## src/rtl/ram_bank_pkg.sv

```systemverilog
// ram_bank_pkg: shared types and helpers for the ram_bank memory block.
//   state_e      - fill sequencer state (StFill, StIdle)
//   FILL_ZEROS / FILL_ONES - values of fill_ones selecting the sweep pattern
//   parity_even  - even-parity bit of a word (zero-extended to MaxParityW)
package ram_bank_pkg;

  typedef enum logic {
    StFill = 1'b0,
    StIdle = 1'b1
  } state_e;

  localparam logic FILL_ZEROS = 1'b0;
  localparam logic FILL_ONES  = 1'b1;

  // Widest word the parity helper covers; callers zero-extend, which leaves parity unchanged.
  localparam int unsigned MaxParityW = 64;

  // Bit that makes the XOR of {parity, data} equal to zero.
  function automatic logic parity_even(input logic [MaxParityW-1:0] d);
    return ^d;
  endfunction

endpackage

```

## src/rtl/ram_bank_array.sv

```systemverilog
// ram_bank_array: DEPTH x DataW storage with one write port and a registered read port.
// Ports:
//   clk      - clock, all state on rising edge
//   clear_n  - asynchronous active-low reset (read register only; storage is swept)
//   we_i     - write enable, mem[waddr_i] <= wdata_i
//   waddr_i  - write address
//   wdata_i  - write data
//   re_i     - read enable, rdata_o <= mem[raddr_i] at the edge
//   raddr_i  - read address
//   rdata_o  - registered read data, holds when re_i is low
module ram_bank_array #(
  parameter int unsigned DataW = 4,
  parameter int unsigned AddrW = 2
) (
  input  logic             clk,
  input  logic             clear_n,
  input  logic             we_i,
  input  logic [AddrW-1:0] waddr_i,
  input  logic [DataW-1:0] wdata_i,
  input  logic             re_i,
  input  logic [AddrW-1:0] raddr_i,
  output logic [DataW-1:0] rdata_o
);

  localparam int unsigned Depth = 1 << AddrW;

  logic [DataW-1:0] mem_q [Depth];
  logic [DataW-1:0] rdata_q;

  // No reset on storage: contents are initialised by the fill sweep.
  always_ff @(posedge clk) begin
    if (we_i) begin
      mem_q[waddr_i] <= wdata_i;
    end
  end

  always_ff @(posedge clk or negedge clear_n) begin
    if (!clear_n) begin
      rdata_q <= '0;
    end else if (re_i) begin
      rdata_q <= mem_q[raddr_i];
    end
  end

  assign rdata_o = rdata_q;

endmodule

```

## src/rtl/ram_bank.sv

```systemverilog
// ram_bank: parametrised single-port synchronous RAM bank with req/ready handshake,
// registered read port (latency 1, rvalid pulse) and a hardware fill sequencer that
// sweeps a constant pattern over the whole array after reset or on fill_start.
// Optional feature macro: RAM_BANK_PARITY_EN (per-word even parity, parity_inj, rerr).
// Ports:
//   clk        - clock
//   clear_n    - asynchronous active-low reset; restarts a zero-fill sweep
//   req        - access request, accepted when req & ready
//   we         - 1 = write, 0 = read
//   addr       - word address
//   wdata      - write data
//   fill_start - start a fill sweep (wins over req in the same cycle)
//   fill_ones  - fill pattern select, sampled with fill_start
//   parity_inj - (parity build) store inverted parity with a write
//   rerr       - (parity build) parity mismatch flag, valid with rvalid
//   ready      - access can be accepted this cycle
//   rdata      - registered read data, holds when rvalid is low
//   rvalid     - one-cycle pulse, cycle after a read is accepted
//   busy       - fill sweep in progress
module ram_bank
  import ram_bank_pkg::*;
#(
  parameter int unsigned DATA_W = 4,
  parameter int unsigned ADDR_W = 2
) (
  input  logic              clk,
  input  logic              clear_n,
  input  logic              req,
  input  logic              we,
  input  logic [ADDR_W-1:0] addr,
  input  logic [DATA_W-1:0] wdata,
  input  logic              fill_start,
  input  logic              fill_ones,
`ifdef RAM_BANK_PARITY_EN
  input  logic              parity_inj,
  output logic              rerr,
`endif
  output logic              ready,
  output logic [DATA_W-1:0] rdata,
  output logic              rvalid,
  output logic              busy
);

  localparam int unsigned DEPTH = 1 << ADDR_W;
`ifdef RAM_BANK_PARITY_EN
  localparam int unsigned StoreW = DATA_W + 1;
`else
  localparam int unsigned StoreW = DATA_W;
`endif

  state_e              state_q, state_d;
  logic [ADDR_W-1:0]   fill_addr_q, fill_addr_d;
  logic [DATA_W-1:0]   pattern_q, pattern_d;
  logic                rvalid_q, rvalid_d;

  logic                accept;
  logic                arr_we;
  logic                arr_re;
  logic [ADDR_W-1:0]   arr_waddr;
  logic [StoreW-1:0]   arr_wdata;
  logic [StoreW-1:0]   arr_rdata;
  logic [DATA_W-1:0]   wr_data;

  assign busy   = (state_q == StFill);
  assign ready  = (state_q == StIdle) & ~fill_start;
  assign accept = req & ready;
  assign arr_re = accept & ~we;

  // Sequencer next state; fill_start restarts the sweep from either state.
  always_comb begin
    state_d     = state_q;
    fill_addr_d = fill_addr_q;
    pattern_d   = pattern_q;
    rvalid_d    = arr_re;
    if (fill_start) begin
      state_d     = StFill;
      fill_addr_d = '0;
      pattern_d   = (fill_ones == FILL_ONES) ? '1 : '0;
    end else if (state_q == StFill) begin
      fill_addr_d = fill_addr_q + 1'b1;
      if (fill_addr_q == ADDR_W'(DEPTH - 1)) begin
        state_d = StIdle;
      end
    end
  end

  always_ff @(posedge clk or negedge clear_n) begin
    if (!clear_n) begin
      state_q     <= StFill;
      fill_addr_q <= '0;
      pattern_q   <= {DATA_W{FILL_ZEROS}};
      rvalid_q    <= 1'b0;
    end else begin
      state_q     <= state_d;
      fill_addr_q <= fill_addr_d;
      pattern_q   <= pattern_d;
      rvalid_q    <= rvalid_d;
    end
  end

  // Write port mux: the sweep owns the array while busy, the user port otherwise.
  always_comb begin
    arr_we    = 1'b0;
    arr_waddr = addr;
    wr_data   = wdata;
    if (state_q == StFill) begin
      arr_we    = 1'b1;
      arr_waddr = fill_addr_q;
      wr_data   = pattern_q;
    end else if (accept && we) begin
      arr_we    = 1'b1;
    end
  end

`ifdef RAM_BANK_PARITY_EN
  logic wr_par;
  // Injection only applies to user writes; the sweep always stores correct parity.
  assign wr_par    = parity_even(MaxParityW'(wr_data)) ^ (parity_inj & (state_q == StIdle));
  assign arr_wdata = {wr_par, wr_data};
  assign rerr      = rvalid_q & (arr_rdata[DATA_W] ^ parity_even(MaxParityW'(arr_rdata[DATA_W-1:0])));
`else
  assign arr_wdata = wr_data;
`endif

  ram_bank_array #(
    .DataW (StoreW),
    .AddrW (ADDR_W)
  ) u_array (
    .clk     (clk),
    .clear_n (clear_n),
    .we_i    (arr_we),
    .waddr_i (arr_waddr),
    .wdata_i (arr_wdata),
    .re_i    (arr_re),
    .raddr_i (addr),
    .rdata_o (arr_rdata)
  );

  assign rdata  = arr_rdata[DATA_W-1:0];
  assign rvalid = rvalid_q;

endmodule

```

## config.mk

```make
export PLATFORM = sky130hd
export DESIGN_NAME = ram_bank
export DESIGN_NICKNAME = d
export VERILOG_FILES = /design/src/rtl/ram_bank_pkg.sv /design/src/rtl/ram_bank_array.sv /design/src/rtl/ram_bank.sv
export SDC_FILE = /design/constraint.sdc
export NUM_CORES = 1
export LEC_CHECK = 0
export ABC_AREA = 1
export ABC_CLOCK_PERIOD_IN_PS = 1270
export BUFFER_PORTS_ARGS = -buffer_cell sky130_fd_sc_hd__buf_4
export CAP_MARGIN = 40
export CELL_PAD_IN_SITES_DETAIL_PLACEMENT = 1
export CELL_PAD_IN_SITES_GLOBAL_PLACEMENT = 1
export CORE_UTILIZATION = 37
export CTS_CLUSTER_DIAMETER = 120
export DETAILED_ROUTE_END_ITERATION = 6
export GPL_TIMING_DRIVEN = 0
export PLACE_DENSITY_LB_ADDON = 0.1
export RECOVER_POWER = 50
export SKIP_CTS_REPAIR_TIMING = 1
export SKIP_LAST_GASP = 1
export SLEW_MARGIN = 0
export SYNTH_ARGS = -nofsm -noshare
export SYNTH_HDL_FRONTEND = slang
export SYNTH_SLANG_ARGS = --single-unit
```

## constraint.sdc

```tcl
create_clock -name clk -period 1.27 [get_ports clk]
set_clock_uncertainty 0.05 [all_clocks]
set_input_delay 0.254 -clock clk [delete_from_list [all_inputs] [get_ports clk]]
set_output_delay 0.254 -clock clk [all_outputs]
set_load 0.03 [all_outputs]
```

* After elaboration in Yosys (flattened, before gate mapping) *
Memory sizes are Yosys's and may differ from the RTL's. A register that Yosys moved wholly into a read port is not among the register bits.
Cells that the tools add are included.

cells by class
  $add $sub $neg = 1
  equality and inequality tests = 2
  muxes and demuxes = 12
  bitwise operators = 6
  reduce and logical (&&, ||, !) cells = 2

operator list
  operator             count
  $mux 4               2
  $mux 1               7
  $mux 2               3
  $and 1x1->1          3
  $not 1->1            3
  $add 2x1->2 const B  1
  $eq 2x2->1 const B   1
  $ne 2x2->1 const B   1
  $logic_and 1x1->1    1
  $logic_not 1->1      1

storage, ports and cells
  register bits = 8
  bits in writable memories = 16
  output and inout bits = 7
  logic and storage cells = 28
  memories kept = 1

memories
  memory         words  bits a word  rd ports  clocked after Yosys merged registers in  write ports  RTL line              RTL
  u_array.mem_q  4      4            1         1                                        1            ram_bank_array.sv:27  logic [DataW-1:0] mem_q [Depth];

* Logic depth before layout (Yosys ltp) *
  depth after elaboration = 8
  mapped depth = 7

* By module *
From an unflattened synthesis, not the netlist that was laid out.

second synthesis, totals
  cell total of the unflattened synthesis = 128
  area, all modules = 1,156.1 µm²

modules (own cells, without submodules)
  module          instances  cells each  area each (µm²)  sequential area each (µm²)
  ram_bank_array  1          87          857.1            580.6
  ram_bank        1          41          299.0            125.1

* Least setup slack after synthesis *
No wires, ideal clock.

  path kind = register -> register
  from = register state_q
  to = memory u_array.mem_q[0][0], enable pin
  arrival = 1.018 ns
  path slack = -0.127 ns
  stages on the path, launching flop included = 7
  path through = dfrtp_1 > buf_6 > nand2_1 > o21ai_0 > inv_1 > nand2_1 > nor2_1

on the way
  word-level cells in the longest chain between the ends = 7
  elaborated cells between the ends (all ways) = 8
  classes of those cells = mux: 5; bitwise: 2; reduce/logical: 1

RTL lines
  item                          RTL line              RTL
  start: declaration            ram_bank.sv:51        state_e state_q, state_d;
  start signal: assignment      ram_bank.sv:89        state_q <= StFill;
  start signal: assignment      ram_bank.sv:94        state_q <= state_d;
  $and 1x1->1                   ram_bank.sv:65        assign ready = (state_q == StIdle) & ~fill_start;
  $and 1x1->1                   ram_bank.sv:66        assign accept = req & ready;
  $logic_and 1x1->1             ram_bank.sv:110       end else if (accept && we) begin
  $mux 1                        ram_bank.sv:110
  $mux 1                        ram_bank.sv:106       if (state_q == StFill) begin
  $mux 1                        ram_bank_array.sv:32  if (we_i) begin
  $mux 1 (implied by the code)  ram_bank_array.sv:33  mem_q[waddr_i] <= wdata_i;
  end: declaration              ram_bank_array.sv:27

Parallel ways exist; a longest one is shown, timed or not.

* Worst setup path in the final report *
  from = register state_q
  to = output port ready

on the way
  word-level cells in the longest chain between the ends = 1

RTL lines
  item              RTL line        RTL
  $and 1x1->1       ram_bank.sv:65
  end: declaration  ram_bank.sv:38  output logic ready,

Every way passes these cells.

==> key figures <==
Placed design
  • Buffers on Ports: 17
  • Cell Area, Placed: 1340 µm²
  • DP Wirelength: ~2.0 mm
  • RD Place Congestion: 0.717

Critical path
  • WP data arrival: 1100 ps
  • Kind of critical path: flop to output pin
  • Max stage delay on crit path: 420 ps
  • Slowest CP cell: dfrtp_1
  • CP endpoint kind: output pin
  • Worst-path cell chain: inv_2, nor2_4, buf_6
  • Crit path launch: state_q
  • WP data required: around 970 ps
  • Crit Reg-Reg Startpoint: state_q
  • Startpoint types: flop
  • Crit Path Max Fanout: 5

Floorplan
  • Ports: 19
  • Die X: 57.7 µm
  • Core area: 2850 µm²
  • Initial Util: 40.3%
  • Die area: ~3300 µm²
  • Die height: around 58 µm
  • Site Rows: 19

Power and ir drop
  • Internal Power: 1.40 mW
  • Flop pwr share: 52.8%
  • Sw Share: 33.0%
  • Clock Power Share: 16.9%
  • Worst vdd ir: 0.000573 V
  • Power share of the combinational group: 30.3%
  • Pwr Density: 1410 nW/µm²
  • Leakage power: 0.760 nW
  • Psw: 0.690 mW

GRT
  • Total grt overflow: 0
  • Vias in the first global route: roughly 940
  • Largest net degree at the start of global routing: 14
  • First-pass GRT wire length: 4.11 mm
  • Initial antenna violation count: 0
  • Total track usage: 16.4%

Clocking
  • Worst-skew pair later-pin latency: 310 ps
  • H-tree levels: 1
  • Max clock buf depth: 2
  • Clock transition time at the flip-flop clock pins of the worst setup and hold paths: roughly 140 ps
  • CTS Buf Count: 3
  • Clk sinks: 25
  • CTS tree: done
  • CTS Root Cell: clkbuf_4

Synthesis
  • Synthesized flop and latch total: 25
  • Post-Synthesis Cells: 126
  • Seq/Total Area, Yosys: approximately 60%
  • Synth top area cells: edfxtp_1 (42%), dfrtp_1 (20%), nand2_1 (17%)
  • Count of unique library cells instantiated by Yosys: 17
  • Mapped Area: 1150 µm²
  • Area share of the largest cell type after synthesis: 41.8%
  • Syn avg cell area: ~9.1 µm²
  • Synth Warn #: 0
  • Synth area leader: edfxtp_1
  • Syn Nets: 139

Worst hold path
  • Hold path start: fill_start
  • Hold Path Class: input port to flop

STA
  • Final setup viols: 34
  • Count of final hold-check violations: 0
  • Relative slew slack: a little under two thirds
  • Worst slew pin tran: about 540 ps
  • Hold Slack: around 73 ps
  • Final WS setup: -129 ps
  • Minimum clock period: 1400 ps
  • Highest clock rate: 0.715 GHz
  • RSZ-0062 raised after global routing: true
  • Final Cycle Share: 110%
  • Count of final max-slew check failures: 0

Drt
  • Vias: just under 900
  • DRT Pass-1 Iters: 6
  • Vias/cell: 4.82
  • Wire length per cell: 13.8 µm
  • Drt initial violations: 12
  • DRT Wirelength: 2.54 mm
  • Remaining DRCs: 1
  • Post-route antenna net violation count: 0

Layout
  • Share of cells above drive strength 1: 29.4%
  • Commonest non-fill, non-tap cell in the layout: nand2_1
  • Most frequent cells in the layout: nand2_1 (46), buf_4 (21), inv_1 (20)
  • Layout filler cell count: about 350
  • ANT cells: 0
  • Final #Nets: around 170
  • Area Overhead vs Synth: 29.0%
  • Fin area: 1480 µm²

Status
  • Failing checks: DRC, setup timing
  • Status: complete, but fails checks

Flow run
  • Maxcap violations: 0
## power by group through the flow
stage	Sequential [mW]	Combinational, mW	Clock, mW
2_1_floorplan	1.20	0.272	0
3_3_place_gp	1.12	0.529	0
3_5_place_dp	1.12	0.552	0
4_1_cts	1.11	0.554	0.365
5_1_grt	1.12	0.700	0.381
6_report	1.11	0.635	0.353
## flip-flops by register name (all words and copies together) (netlist names)
signal,count
state_q,1
pattern_q,1
u_array.rdata_o,4
rvalid,1
u_array.mem_q,16
fill_addr_q,2
## worst max-delay path, delay by kind of cell, from the launching register on
kind | cells | cell delay, ps
DFF | 1 | 420
buffers and inverters | 2 | 230
and+or+nand+nor | 1 | 130
## kinds of logic (layout without fill, tap and decap cells)
family	count (synthesis)	count (layout)	synth area share (%)
AND/OR/NAND/NOR	69	69	25.6
buffers and inverters	26	53	9.59
flip-flops	25	25	61.4
AO/OA/AOI/OAI	5	5	2.29
adder cells (fa/ha/maj)	1	1	1.09
## Yosys cell counts
master    count
ha_1          1
o21ai_1       1
nand3_1       9
clkinv_2      1
a31oi_1       1
dfrtp_1       9
edfxtp_1     16
inv_2         1
o21ai_0       2
nand2_1      52
a21oi_1       1
buf_6         1
nand3b_4      1
inv_1        22
nor2_4        1
nor2_1        6
buf_4         1
## area by class of cell
cell class | count | area, µm² | area share [%]
Tap cell | 31 | 38.8 | 2.62
Buffer | 2 | 18.8 | 1.27
Sequential cell | 25 | 706 | 47.6
Clock buffer | 4 | 26.3 | 1.77
Inverter | 24 | 91.3 | 6.17
Timing Repair Buffer | 23 | 175 | 11.8
Multi-Input combinational cell | 75 | 425 | 28.7
## worst paths after layout
| kind | to | slack [ps] | cells after the start |
|---|---|---|---|
| setup / recovery | ready | -130 | 3 |
| hold / removal | state_q | 70 | 2 |
| setup reg to reg | u_array.mem_q[0][0] | -100 | 4 |
| hold reg to reg | u_array.rdata_o[3] | 440 | 2 |
| max in group asynchronous | fill_addr_q[0] | 440 | 2 |
| min in group asynchronous | u_array.rdata_o[1] | 380 | 2 |
## metal layers
| metal | global-route usage (%) | vias to the layer above | wire length, µm |
|---|---|---|---|
| li1 | - | 442 | - |
| met1 | 20.2 | 426 | 1060 |
| met2 | 29.7 | 15 | 1370 |
| met3 | 2.23 | 4 | 66 |
| met4 | 5.44 | 0 | 38 |
| met5 | 0 | - | 0 |
## stage by stage
step / util, % / power (mW) / setup TNS [ps] / cells / worst slack [ps]
finish: 51.9 / 2.09 / -2650 / 184 / -129
CTS: 47.9 / 2.03 / -3570 / 178 / -230
floorplan: - / 1.47 / -307 / 126 / -28.0
global route: 51.9 / 2.21 / -4830 / 184 / -180
detailed placement: 47.0 / 1.68 / -2860 / 174 / -202
global placement: 47.0 / 1.65 / -1940 / 174 / -136
Note: power is estimated with default switching activity, not from simulation.
